<file path="src/rtl/mips_hazard_ctrl.sv">
// mips_hazard_ctrl: hazard and forwarding controller for a 5-stage MIPS pipeline.
//   Inputs : clk, rst (async active-low), D-stage sources (rs1_d/rs2_d + use flags),
//            X-stage sources (rs1_x/rs2_x), destinations rd_x/rd_m/rd_w with
//            regwrite flags, memread_x, redirect_x, cnt_clr.
//   Outputs: fwd_a_sel/fwd_b_sel (0 regfile, 1 M result, 2 W data), stall_f, stall_d,
//            flush_d, flush_x, saturating stall_cnt / flush_cnt.
module mips_hazard_ctrl #(
   parameter int REG_ADDR_W   = 5,
   parameter int LU_STALL_CYC = 1,
   parameter int FWD_EN       = 1,
   parameter int CNT_W        = 16
) (
   input  logic                  clk,
   input  logic                  rst,
   input  logic [REG_ADDR_W-1:0] rs1_d,
   input  logic [REG_ADDR_W-1:0] rs2_d,
   input  logic                  use_rs1_d,
   input  logic                  use_rs2_d,
   input  logic [REG_ADDR_W-1:0] rs1_x,
   input  logic [REG_ADDR_W-1:0] rs2_x,
   input  logic [REG_ADDR_W-1:0] rd_x,
   input  logic [REG_ADDR_W-1:0] rd_m,
   input  logic [REG_ADDR_W-1:0] rd_w,
   input  logic                  regwrite_x,
   input  logic                  regwrite_m,
   input  logic                  regwrite_w,
   input  logic                  memread_x,
   input  logic                  redirect_x,
   input  logic                  cnt_clr,
   output logic [1:0]            fwd_a_sel,
   output logic [1:0]            fwd_b_sel,
   output logic                  stall_f,
   output logic                  stall_d,
   output logic                  flush_d,
   output logic                  flush_x,
   output logic [CNT_W-1:0]      stall_cnt,
   output logic [CNT_W-1:0]      flush_cnt
);
   typedef enum logic {IDLE, LU_STALL} state_t;
   state_t state, stateNext;
   logic [2:0] cnt, cntNext;
   logic luHit, rawHit, stallReq;
   function automatic logic rawMatch(input logic [REG_ADDR_W-1:0] rd, input logic we);
      return we && rd != '0 && ((use_rs1_d && rs1_d == rd) || (use_rs2_d && rs2_d == rd));
   endfunction
   // M result is younger than W data, so it wins; r0 is hardwired and never forwarded
   function automatic logic [1:0] fwdSel(input logic [REG_ADDR_W-1:0] rs);
      return (regwrite_m && rd_m != '0 && rd_m == rs) ? 2'd1 :
             (regwrite_w && rd_w != '0 && rd_w == rs) ? 2'd2 : 2'd0;
   endfunction
   always_comb begin
      luHit     = (FWD_EN != 0) && memread_x && rawMatch(rd_x, regwrite_x);
      // without a regfile bypass even a W-stage writer must be waited out
      rawHit    = (FWD_EN == 0) && (rawMatch(rd_x, regwrite_x) || rawMatch(rd_m, regwrite_m) ||
                                    rawMatch(rd_w, regwrite_w));
      stateNext = state;
      cntNext   = cnt;
      stallReq  = 1'b0;
      if (state == LU_STALL) begin
         stallReq = 1'b1;
         if (cnt == '0) stateNext = IDLE;
         else cntNext = cnt - 3'd1;
      end else if (luHit) begin
         stallReq = 1'b1;
         if (LU_STALL_CYC > 1) begin
            stateNext = LU_STALL;
            cntNext   = 3'(LU_STALL_CYC - 2);
         end
      end
      if (rawHit) stallReq = 1'b1;
      // a redirect kills the stalled instruction anyway, so let the PC take the target
      if (redirect_x) begin
         stallReq  = 1'b0;
         stateNext = IDLE;
         cntNext   = '0;
      end
   end
   assign fwd_a_sel = (rst && FWD_EN != 0) ? fwdSel(rs1_x) : 2'd0;
   assign fwd_b_sel = (rst && FWD_EN != 0) ? fwdSel(rs2_x) : 2'd0;
   assign stall_f   = rst && stallReq;
   assign stall_d   = rst && stallReq;
   assign flush_d   = rst && redirect_x;
   assign flush_x   = rst && (redirect_x || stallReq);
   always_ff @(posedge clk or negedge rst) begin
      if (!rst) begin
         state     <= IDLE;
         cnt       <= '0;
         stall_cnt <= '0;
         flush_cnt <= '0;
      end else begin
         state     <= stateNext;
         cnt       <= cntNext;
         stall_cnt <= cnt_clr ? '0 : (stall_d && stall_cnt != '1) ? stall_cnt + CNT_W'(1) : stall_cnt;
         flush_cnt <= cnt_clr ? '0 : (redirect_x && flush_cnt != '1) ? flush_cnt + CNT_W'(1) : flush_cnt;
      end
   end
endmodule

</file>
<file path="config.mk">
export PLATFORM = sky130hd
export DESIGN_NAME = mips_hazard_ctrl
export DESIGN_NICKNAME = d
export VERILOG_FILES = /design/src/rtl/mips_hazard_ctrl.sv
export SDC_FILE = /design/constraint.sdc
export NUM_CORES = 1
export LEC_CHECK = 0
export ABC_CLOCK_PERIOD_IN_PS = 1800
export CORE_MARGIN = 2
export CORE_UTILIZATION = 30
export CTS_CLUSTER_DIAMETER = 80
export DETAILED_ROUTE_END_ITERATION = 6
export GPL_ROUTABILITY_DRIVEN = 1
export SYNTH_ARGS = -nofsm -noshare
export SYNTH_HDL_FRONTEND = slang
export SYNTH_SLANG_ARGS = --single-unit
</file>
<file path="constraint.sdc">
create_clock -name clk -period 1.8 [get_ports clk]
set_clock_uncertainty 0.05 [all_clocks]
set_input_delay 0.18 -clock clk [delete_from_list [all_inputs] [get_ports clk]]
set_output_delay 0.18 -clock clk [all_outputs]
set_load 0.02 [all_outputs]
</file>
* Word level (Yosys, flattened, before mapping)
Cells that the tools add are included.
** Word-level totals
- Register bits :: 36
- Output and inout port bits :: 40
- Input bits :: 45
- Logic and storage cells :: 61
** Cells by class
- $add $sub $neg :: 3
- Reductions and logical operators :: 26
- Multiplexer cells :: 19
- Equality and inequality tests :: 9
** Operators by type and width (count)
- 16-bit 2-to-1 mux :: 4
- 16-bit by 1-bit adder with 16-bit output (second input constant) :: 2
- 16-bit inequality test (second input constant) :: 2
- 5-bit == test :: 6
- 1-bit logical AND :: 16
- 5-bit nonzero test :: 3
- 2-bit 2-to-1 mux :: 6
- 3-bit 2-to-1 mux :: 3
- 1-bit 2-to-1 mux :: 6
- 2-bit nonzero test :: 3
- 3-bit logical NOT :: 1
- 3-bit by 1-bit subtractor with 3-bit output (second input constant) :: 1
- 1-bit logical OR :: 2
- 2-bit inequality test (second input constant) :: 1
- 2-bit AND reduction :: 1

* Logic depth before layout (Yosys ltp)
Gate-level depths: netlist of run 1.
- Word-level depth :: 12
- Mapped depth :: 7
- Gate-level depth less buffers :: 7

* Least setup slack after synthesis of run 1
No wires, ideal clock.
- Path type :: register to register
- Start :: register stall_cnt[0]
- End :: register stall_cnt[10]
- Data arrival time :: 1.876 ns
- Stages on the path, launching flop included :: 8
- Setup time :: 0.128 ns
- Setup slack :: -0.254 ns
- Path buffers :: 0
- Period minus slack after synthesis :: 2.054 ns
- Required time :: 1.622 ns
- Cell sequence :: dfrtp_1 > ha_1 > nand2_1 > nor4_2 > a221oi_4 > nand4_4 > nor2_1 > mux2_1
** On the way
- Longest elaborated chain between the ends :: 3
- Elaborated cells on any way between the ends :: 6
- Those cells by class :: add/sub (1); eq/ne (1); mux (2); reduce/logical (2)
** Ends and longest elaborated chain
- start: declaration :: line 36 : output logic [CNT_W-1:0] stall_cnt,
- start signal: assignment :: line 93 : stall_cnt <= cnt_clr ? '0 : (stall_d && stall_cnt != '1) ? stall_cnt + CNT_W'(1) : stall_cnt;
- 16-bit by 1-bit adder with 16-bit output / 16-bit inequality test (equally long branches) :: line 93
- 16-bit 2-to-1 mux / 1-bit logical AND (equally long branches) :: line 93
- 16-bit 2-to-1 mux / 2-bit nonzero test (equally long branches)
Several ways; a longest one is shown, not always the timed one. The select of a mux whose other input is x is not followed.
A chain may end at the register's enable or synchronous reset.

* Worst setup path after layout of run 1
- Start :: register stall_cnt[4]
- End :: register stall_cnt[11]
Same word-level chain as after synthesis.

==> impl_metrics.csv, run 1 <==
group,metric,value,unit
sta,max_slew_margin,0.6934,
synthesis,synth_most_common_cell,"dfrtp_1",
routing,drt-total-wl,7977,um
global_route,grt_pass1_vias,2598,
sta,fmax,0.5107,GHz
routing,viasPerCell,4.836,
global_route,grt_first_pass_wirelength,12440,um
critical_path,path_class,"flip-flop to flip-flop",
final_layout,final_cells,536,
die,coreArea,7727,um^2
routing,wl_per_cell,14.88,um
critical_path,arrival,2.12,ns
critical_path,critical_path.max_fanout,4,
synthesis,async_flop_share,1.000,
sta,worst_pin_slew,0.4550,ns
final_layout,final_layout_size_suffix_gt1_frac,0.4286,
pwr,p_int,0.001276,W
synthesis,ys.warnings.count,0,
clocking,clk_latency,0.29,ns
synthesis,netlist-cell-type-count,47,
pwr,p_clk_frac,0.325,
pwr,seq_power_share,0.466,
final_layout,final_nets,482,
clocking,cts_hold_buf,0,
synthesis,synth_edf_count,0,
pwr,leakage,1.876,nW
clocking,cts_tree,"done",
final_layout,antenna_cells,0,
final_layout,final_util,0.5719,
pwr,power.density,396.8,nW/um^2
clocking,cts_max_path_buffers,2,
pwr,p_sw_frac,0.2726,
placed_design,port_buffers,84,
pwr,comb_power_share,0.210,
pwr,p_switching,0.0004780,W
flow_run,drv_cap,0,
die,dieArea,8718,um^2
sta,hold_violations,0,
die,rows,32,
sta,tns,-1.645,ns
critical_path,rr_worst_depth,8,
die,initial_utilization,0.3101,
routing,vias,2592,
clocking,htreeDepth,2,
die,floorplan.die.height,93.37,um
placed_design,place.gp.congestion,0.8427,
global_route,grt-ovfl-total,0,
routing,drtIter0Drc,50,
synthesis,avgSynthCellArea,9.145,um^2
placed_design,dp_hpwl,5711,um
synthesis,yosys-top-cells-area,"dfrtp_1, xnor2_1, xor2_1",
synthesis,ys_ff_latch,36,
synthesis,yosys_most_used_dff,"dfrtp_1",
sta,maxSlewViolCount,0,
die,die_x,93.37,um
sta,setup_ws,-0.1580,ns
sta,fin_crit,1.958,ns
sta,finalCritPeriodShare,1.088,
critical_path,worstPathRequired,1.97,ns
global_route,grt_max_degree,37,
synthesis,synth_common_cells,"dfrtp_1, nor2_1, xnor2_1, nand2_1, xor2_1",
outcome,status,"finished with violations",
synthesis,yosysTopAreaCell,"dfrtp_1",
synthesis,synth_area,2396,um^2
clocking,root_buffer,"clkbuf_8",
global_route,antenna_found_initial,0,
pwr,p_total,0.001754,W
global_route,track_usage,0.1791,
clocking,clk_pin_slew,0.08,ns
clocking,cts.sinks,36,
pwr,vdd_drop_max,0.2548,mV
sta,fin_hold_ws,0.04777,ns
routing,ant_nets,0,
die,num_io_pins,85,
synthesis,seq_area_frac_synth,0.3760,
routing,drt-pass1-iter-count,4,
sta,setup_violations,14,
outcome,violations,"negative setup slack",
worst_hold_path,hp-class,"primary input to async pin",
routing,drc,0,
critical_path,endpoint_kind,"flip-flop",
final_layout,area_growth_syn_to_layout,84.44,%
placed_design,placedCellCount,512,
clocking,cts_buffers,5,
synthesis,synth_top_area_share,0.3760,
synthesis,synth_cells,262,
critical_path,critPathLaunchType,"flip-flop",
sta,rsz0062_at_grt,"yes",
synthesis,syn_nets,311,
[flip-flops by register name, summed over array words and instances (netlist names)]
register   count
state          1
flush_cnt     16
cnt            3
stall_cnt     16
[per-layer routing]
metal	vias to the layer above	share of wire	GRT usage	wire length (um)
met5	-	0	0	0
met1	1253	0.45	0.2373	3591
li1	1278	-	-	-
met3	8	0.045	0.04915	357
met2	53	0.50	0.2968	3953
met4	0	0.0093	0.02941	74
[worst paths after layout]
| check | slack, ns | start | end |
|---|---|---|---|
| worst min-delay path | 0.05 | rst | stall_cnt[13]$_DFFE_PN0P_ |
| worst max-delay path | -0.16 | stall_cnt[4]$_DFFE_PN0P_ | stall_cnt[11]$_DFFE_PN0P_ |
| worst min register to register | 0.47 | cnt[1]$_DFFE_PN0P_ | cnt[1]$_DFFE_PN0P_ |
| max in group asynchronous | 1.29 | rst | flush_cnt[3]$_DFFE_PN0P_ |
| min in group clk | 0.47 | cnt[1]$_DFFE_PN0P_ | cnt[1]$_DFFE_PN0P_ |
| worst max register to register | -0.16 | stall_cnt[4]$_DFFE_PN0P_ | stall_cnt[11]$_DFFE_PN0P_ |
[cell type report]
| cell class | instances | area, um^2 |
|---|---|---|
| inverter | 11 | 41.29 |
| fill | 678 | 3308 |
| clock buffer | 7 | 76.32 |
| clock inverter | 1 | 5.005 |
| tap | 102 | 127.6 |
| sequential | 36 | 912.1 |
| timing repair buffer | 169 | 1460 |
| multi-input combinational | 210 | 1797 |
[timing repair]
action / in CTS / in global routing
endpoints found under the setup margin: 24 / 26
cloned: 0 / 0
setup buffers: 10 / 8
pin swaps: 41 / 43
gates resized for setup: 118 / 66
[critical path, cell delays in order (launching register included)]
cell and delay, ns:
dfrtp_2 0.36, and3_4 0.19, buf_4 0.10, buf_6 0.08, nand4_1 0.22, nor2_4 0.24, a31oi_4 0.14, or3_4 0.39
a21oi_2 0.12
[logic make-up after synthesis]
kind of cell / share of synthesized area
compound gates: 0.1295
xor+xnor: 0.1608
fa+ha+maj: 0.02089
buf+inv: 0.02663
flops: 0.3760
mux: 0.01305
simple gates: 0.2731
[cells in the final DEF, fill, tap and decap left out, types with 6 or more instances in the layout]
| cell | synthesis | routed |
|---|---|---|
| nand3_1 | 10 | 7 |
| dfrtp_1 | 36 | 27 |
| nand2_1 | 19 | 17 |
| dlygate4sd2_1 | 0 | 13 |
| dfrtp_2 | 0 | 9 |
| clkdlybuf4s50_1 | 0 | 42 |
| a21oi_2 | 0 | 10 |
| xor2_1 | 19 | 18 |
| nor2_1 | 26 | 23 |
| xnor2_1 | 25 | 20 |
| or3_4 | 0 | 6 |
| nor4_4 | 1 | 7 |
| inv_1 | 11 | 11 |
| buf_6 | 0 | 14 |
| nand4_1 | 7 | 7 |
| a21oi_1 | 18 | 8 |
| o21ai_0 | 11 | 9 |
| buf_4 | 1 | 81 |
[power by group through the flow]
| stage | registers (W) | clock network (W) | logic, W |
|---|---|---|---|
| finish | 0.000816 | 0.000569 | 0.000368 |
| global route | 0.000817 | 0.000637 | 0.000395 |
| CTS | 0.000816 | 0.000584 | 0.000351 |
| detailed placement | 0.000832 | 0 | 0.000349 |
| global placement | 0.000832 | 0 | 0.000347 |
| floorplan | 0.000840 | 0 | 0.000105 |
[per-stage QoR]
step	cell area [um^2]	setup slack (ns)
after floorplan	2454	-0.1390
after global placement	3913	-0.8076
after detailed placement	3913	-0.7978
after CTS	4129	-0.2109
after global routing	4419	-0.2349
final	4419	-0.1580
Power figures use the tool's default switching activity.
==> inputs of run 2 (changes only) <==
--- a/config.mk
+++ b/config.mk
@@ -11,6 +11,7 @@
 export CTS_CLUSTER_DIAMETER = 80
 export DETAILED_ROUTE_END_ITERATION = 6
 export GPL_ROUTABILITY_DRIVEN = 1
+export GPL_TIMING_DRIVEN = 0
 export SYNTH_ARGS = -nofsm -noshare
 export SYNTH_HDL_FRONTEND = slang
 export SYNTH_SLANG_ARGS = --single-unit
==> run 2 against run 1 <==
The flow still finishes with violations (negative setup slack). Clock power increased by 15%. Routed wire length fell by 5.7%. Sequential share of layout area grew 1.8 points. Combinational power shrank 14%. Largest cell class unchanged. Highest routed layer unchanged.
==> impl_metrics.csv, run 2 (synthesis gave the netlist of run 1 again) <==
group,metric,value,unit
outcome,status,"finished with violations",
outcome,violations,"negative setup slack",
placed_design,placed_area,3437,um^2
die,floorplan.die.height,93.37,um
final_layout,final_area,4070,um^2
pwr,p_switching,0.0004723,W
clocking,clk_latency,0.29,ns
critical_path,slowest_stage,"dfrtp_2",
global_route,grt_pass1_vias,2419,
sta,maxSlewViolCount,0,
sta,worst_pin_slew,0.7327,ns
routing,drt-pass1-iter-count,4,
routing,viasPerCell,4.976,
critical_path,regToRegStartpoint,"stall_cnt[2]$_DFFE_PN0P_",
sta,hold_violations,0,
critical_path,critical_path.max_fanout,3,
routing,ant_nets,0,
sta,fmax,0.5118,GHz
sta,setup_ws,-0.1539,ns
routing,wl_met2,3700,um
flow_run,drv_cap,0,
pwr,p_sw_frac,0.2634,
global_route,antenna_found_initial,0,
final_layout,final_nets,445,
pwr,comb_power_share,0.178,
sta,fin_crit,1.954,ns
routing,vias,2483,
clocking,root_buffer,"clkbuf_8",
sta,max_slew_margin,0.5099,
critical_path,critPathLaunchType,"flip-flop",
pwr,leakage,1.627,nW
final_layout,final_common_cell,"buf_4",
worst_hold_path,hp-class,"flip-flop to flip-flop",
pwr,p_int,0.001321,W
clocking,cts.sinks,36,
final_layout,layout_common_cells,"buf_4, clkdlybuf4s50_1, dfrtp_1",
placed_design,place.gp.congestion,0.8163,
routing,drc,0,
pwr,seq_power_share,0.458,
die,initial_utilization,0.3101,
pwr,p_clk_frac,0.364,
placed_design,dp_hpwl,4996,um
routing,wl_per_cell,15.07,um
routing,drt-total-wl,7522,um
global_route,grt_max_degree,25,
final_layout,final_layout_size_suffix_gt1_frac,0.3552,
critical_path,path_class,"flip-flop to flip-flop",
die,die_x,93.37,um
global_route,grt-ovfl-total,0,
worst_hold_path,worstHoldStart,"cnt[1]$_DFFE_PN0P_",
die,dieArea,8718,um^2
die,rows,32,
critical_path,cpPeakStageDelay,0.41,ns
critical_path,endpoint_kind,"flip-flop",
routing,drtIter0Drc,74,
die,num_io_pins,85,
critical_path,worstPathRequired,1.96,ns
final_layout,area_growth_syn_to_layout,69.87,%
clocking,cts_max_path_buffers,2,
final_layout,fill_cells,702,
critical_path,crit_start,"stall_cnt[2]$_DFFE_PN0P_",
routing,met1_length,3357,um
die,coreArea,7727,um^2
clocking,cts_buffers,5,
sta,tns,-1.154,ns
sta,rsz0062_at_grt,"yes",
clocking,clk_pin_slew,0.08,ns
critical_path,arrival,2.12,ns
routing,wl_met3,400,um
routing,highest_layer,"met4",
final_layout,antenna_cells,0,
clocking,htreeDepth,2,
sta,setup_violations,15,
critical_path,path_cells,"and3_4 > and3_4 > a221oi_4 > buf_4 > nand3_4 > or3_4 > a21oi_2",
clocking,cts_tree,"done",
global_route,grt_first_pass_wirelength,11910,um
sta,finalCritPeriodShare,1.085,
global_route,track_usage,0.1718,
critical_path,crit_path_frequent_cell,"and3_4",
pwr,vdd_drop_max,0.2851,mV
placed_design,port_buffers,84,
final_layout,largestRegisters,"flush_cnt (16), stall_cnt (16), cnt (3)",
pwr,power.density,440.6,nW/um^2
==> run 2: power by group through the flow <==
| stage | Sequential, W | Combinational [W] | Clock, W |
|---|---|---|---|
| after CTS | 0.000820 | 0.000297 | 0.000669 |
| final | 0.000821 | 0.000318 | 0.000654 |
| after global routing | 0.000822 | 0.000344 | 0.000712 |
| after global placement | 0.000837 | 0.000285 | 0 |
| after detailed placement | 0.000836 | 0.000293 | 0 |
| after floorplan | 0.000840 | 0.000105 | 0 |
==> run 2: metal layers <==
metal | up-vias | global-route usage
met4 | 0 | 0.04412
met1 | 1208 | 0.2303
met2 | 60 | 0.2782
met5 | - | 0
li1 | 1206 | -
met3 | 9 | 0.04110
==> run 2: path summary, 6_finish.rpt <==
path,slack [ns],endpoint,cells past startpoint
max in group asynchronous,0.58,flush_cnt[0]$_DFFE_PN0P_,3
worst min-delay path,0.48,cnt[1]$_DFFE_PN0P_,2
worst min register to register,0.48,cnt[1]$_DFFE_PN0P_,2
worst max register to register,-0.15,stall_cnt[4]$_DFFE_PN0P_,7
min in group asynchronous,0.52,stall_cnt[9]$_DFFE_PN0P_,2
worst max-delay path,-0.15,stall_cnt[4]$_DFFE_PN0P_,7
==> run 2: layout make-up <==
| type | count | area (um^2) | area share |
|---|---|---|---|
| tap | 102 | 127.6 | 0.03136 |
| clock buffer | 8 | 100.1 | 0.02459 |
| buffer | 5 | 26.28 | 0.006456 |
| multi-input combinational | 210 | 1728 | 0.4245 |
| inverter | 11 | 41.29 | 0.01014 |
| timing repair buffer | 127 | 1132 | 0.2782 |
| sequential | 36 | 914.6 | 0.2247 |
==> run 2: per-stage QoR <==
| step | utilization | hold slack [ns] | std cells | worst slack [ns] | power (W) |
|---|---|---|---|---|---|
| 3_5_place_dp | 0.4448 | 0.1097 | 449 | -1.079 | 0.001130 |
| 2_1_floorplan | - | -0.1656 | 262 | -0.1390 | 0.0009451 |
| 4_1_cts | 0.5000 | 0.4819 | 489 | -0.1355 | 0.001786 |
| 3_3_place_gp | 0.4428 | 0.4478 | 448 | -2.208 | 0.001121 |
| 6_report | 0.5267 | 0.4789 | 499 | -0.1539 | 0.001793 |
| 5_1_grt | 0.5267 | 0.5322 | 499 | -0.2267 | 0.001879 |
==> run 2: critical path: cells and delay by family (launching register included) <==
kind,cells,cell delay [ns]
AO/OA/AOI/OAI,2,0.44
flip-flops,1,0.41
AND/OR/NAND/NOR,4,0.79
buffers and inverters,1,0.19
==> run 2: timing repair <==
action / CTS / global route
gates resized for setup: 140 / 50
hold endpoints to repair: 36 / 0
hold buffers: 1 / 0
pin swaps: 39 / 22
endpoints found under the setup margin: 33 / 32
buffers inserted: 31 / 11
==> inputs of run 3 (changes only) <==
--- a/config.mk
+++ b/config.mk
@@ -6,7 +6,7 @@
 export NUM_CORES = 1
 export LEC_CHECK = 0
 export ABC_CLOCK_PERIOD_IN_PS = 1800
-export CORE_MARGIN = 2
+export CORE_MARGIN = 4
 export CORE_UTILIZATION = 30
 export CTS_CLUSTER_DIAMETER = 80
 export DETAILED_ROUTE_END_ITERATION = 6
==> run 3 against run 2 <==
The run still ends with negative setup slack left. Fmax rose by 0.63%. Power fell by 4.8%. Via count barely moved. Hold slack got worse by 0.098 ns. Critical path depth fell by 1. Clock power fell by 15%. Sequential share of layout area rose by 0.29 points. Flip-flop and latch count did not move. Worst setup slack improved by 0.012 ns. First-iteration DRC count fell by 24%. Sequential power barely moved. Register-to-register slack barely moved. Critical path type unchanged. Largest cell class unchanged.
==> impl_metrics.csv, run 3 (synthesis gave the netlist of run 1 again) <==
group,metric,value,unit
routing,vias,2482,
global_route,grt_first_pass_wirelength,12500,um
sta,setup_ws,-0.1417,ns
final_layout,fill_cells,684,
placed_design,placed_area,3445,um^2
final_layout,final_layout_size_suffix_gt1_frac,0.3308,
critical_path,worstPathRequired,1.96,ns
sta,max_slew_margin,0.3523,
final_layout,antenna_cells,0,
critical_path,path_cells,"and3_4 > and3_4 > a221oi_4 > nand4_4 > or3_1 > a21oi_1",
global_route,antenna_found_initial,0,
routing,viasPerCell,5.014,
sta,fin_crit,1.942,ns
clocking,cts_max_path_buffers,2,
pwr,leakage,1.622,nW
routing,wl_per_cell,15.18,um
placed_design,place.gp.congestion,0.8489,
critical_path,cpPeakStageDelay,0.41,ns
placed_design,port_buffers,84,
sta,fmax,0.5150,GHz
critical_path,endpoint_kind,"flip-flop",
sta,worst_pin_slew,0.9684,ns
die,rows,32,
clocking,cts_buffers,5,
clocking,clk_latency,0.28,ns
die,floorplan.die.height,97.37,um
outcome,violations,"negative setup slack",
sta,rsz0062_at_grt,"yes",
final_layout,final_nets,441,
sta,maxSlewViolCount,0,
pwr,power.density,424.0,nW/um^2
final_layout,largestRegisters,"flush_cnt (16), stall_cnt (16), cnt (3)",
final_layout,area_growth_syn_to_layout,67.94,%
sta,setup_violations,15,
die,die_x,97.37,um
die,initial_utilization,0.3101,
critical_path,r2r_setup_slack,-0.14,ns
critical_path,critPathLaunchType,"flip-flop",
critical_path,arrival,2.10,ns
critical_path,rr_endpoint,"stall_cnt[8]$_DFFE_PN0P_",
clocking,clk_pin_slew,0.07,ns
sta,hold_violations,0,
routing,drt-total-wl,7513,um
outcome,status,"finished with violations",
critical_path,crit_path_frequent_cell,"and3_4",
final_layout,final_util,0.5207,
global_route,grt_max_degree,21,
die,num_io_pins,85,
final_layout,layout_common_cells,"clkdlybuf4s50_1, buf_4, xnor2_1",
die,dieArea,9481,um^2
routing,ant_nets,0,
critical_path,regToRegStartpoint,"stall_cnt[3]$_DFFE_PN0P_",
critical_path,path_class,"flip-flop to flip-flop",
routing,drtIter0Drc,56,
final_layout,final_area,4024,um^2
critical_path,critical_path.max_fanout,7,
die,coreArea,7727,um^2
global_route,grt_pass1_vias,2576,
clocking,cts.sinks,36,
placed_design,dp_hpwl,5120,um
global_route,track_usage,0.1575,
routing,drc,0,
sta,finalCritPeriodShare,1.079,
routing,drt-pass1-iter-count,4,
flow_run,drv_cap,0,
worst_hold_path,hp-class,"primary input to async pin",
pwr,vdd_drop_max,0.3197,mV
clocking,htreeDepth,2,
final_layout,final_common_cell,"clkdlybuf4s50_1",
clocking,cts_tree,"done",
critical_path,slowest_stage,"dfrtp_2",
placed_design,dp_slack,-1.055,ns
critical_path,rr_worst_depth,6,
global_route,grt-ovfl-total,0,
clocking,root_buffer,"clkbuf_8",
[run 3: changes by cell type in the layout (fill, tap and decap cells not counted), moves of 2 or more]
cell,previous run,this run
nand3_1,6,8
dlymetal6s2s_1,1,3
inv_1,11,9
o21ai_1,3,1
buf_4,44,38
buf_2,7,5
clkbuf_8,7,5
clkdlybuf4s15_2,5,1
inv_2,0,2
dlygate4sd3_1,1,3
[run 3: where the power goes]
group	internal [W]	switching, W	total (W)	leakage [nW]
sequential	0.000814	0.00000897	0.000823	0.482
combinational	0.000168	0.000160	0.000328	1.10
clock	0.000272	0.000284	0.000556	0.0422
total	0.00125	0.000453	0.00171	1.62
[run 3: stage by stage]
stage               TNS, ns  std cells  total power (W)  hold WS, ns
finish               -1.286        495         0.001706       0.3808
global route         -3.083        495         0.001788       0.3906
CTS                  -1.103        481         0.001714       0.4639
detailed placement   -17.66        449         0.001130       0.1370
global placement     -75.19        448         0.001122       0.4485
floorplan           -0.8197        262        0.0009451      -0.1656
[run 3: worst max path at each step]
stage / start / to / slack (ns) / cells past startpoint
3_5_place_dp: rd_x[1] / stall_f / -1.05 / 7
3_3_place_gp: rst / fwd_a_sel[1] / -2.24 / 5
5_1_grt: stall_cnt[3]$_DFFE_PN0P_ / stall_cnt[8]$_DFFE_PN0P_ / -0.25 / 6
2_1_floorplan: stall_cnt[2]$_DFFE_PN0P_ / stall_cnt[10]$_DFFE_PN0P_ / -0.14 / 6
6_report: stall_cnt[3]$_DFFE_PN0P_ / stall_cnt[8]$_DFFE_PN0P_ / -0.14 / 6
4_1_cts: stall_cnt[3]$_DFFE_PN0P_ / stall_cnt[8]$_DFFE_PN0P_ / -0.15 / 6
[run 3: critical path: cells and delay by family, from the launching register on]
family,cells,cell delay (ns)
DFF,1,0.41
and+or+nand+nor,4,0.93
AOI/OAI and AO/OA,2,0.49
[run 3: routing by layer]
metal / GRT usage / up-vias / wire length (um)
li1: - / 1198 / -
met1: 0.2032 / 1185 / 3413
met2: 0.2546 / 79 / 3530
met3: 0.04594 / 20 / 387
met4: 0.04792 / 0 / 182
met5: 0 / - / 0
[run 3: what timing repair did]
action | CTS | global route
pin swaps | 34 | 29
cloned | 1 | 0
setup buffers | 19 | 17
gates resized for setup | 133 | 51
hold buffers | 4 | 0
endpoints found under the setup margin | 33 | 33
hold endpoints to repair | 36 | 0
[run 3: area by class of cell]
cell class	instances	area (um^2)	share of cell area
repair buffers	124	1150	0.2858
clock inverters	1	5.005	0.001244
clock buffers	7	76.32	0.01897
well taps	102	127.6	0.03172
flip-flops and latches	36	915.9	0.2276
plain buffers	4	18.77	0.004664
multi-input cells	210	1689	0.4198
inverters	11	41.29	0.01026
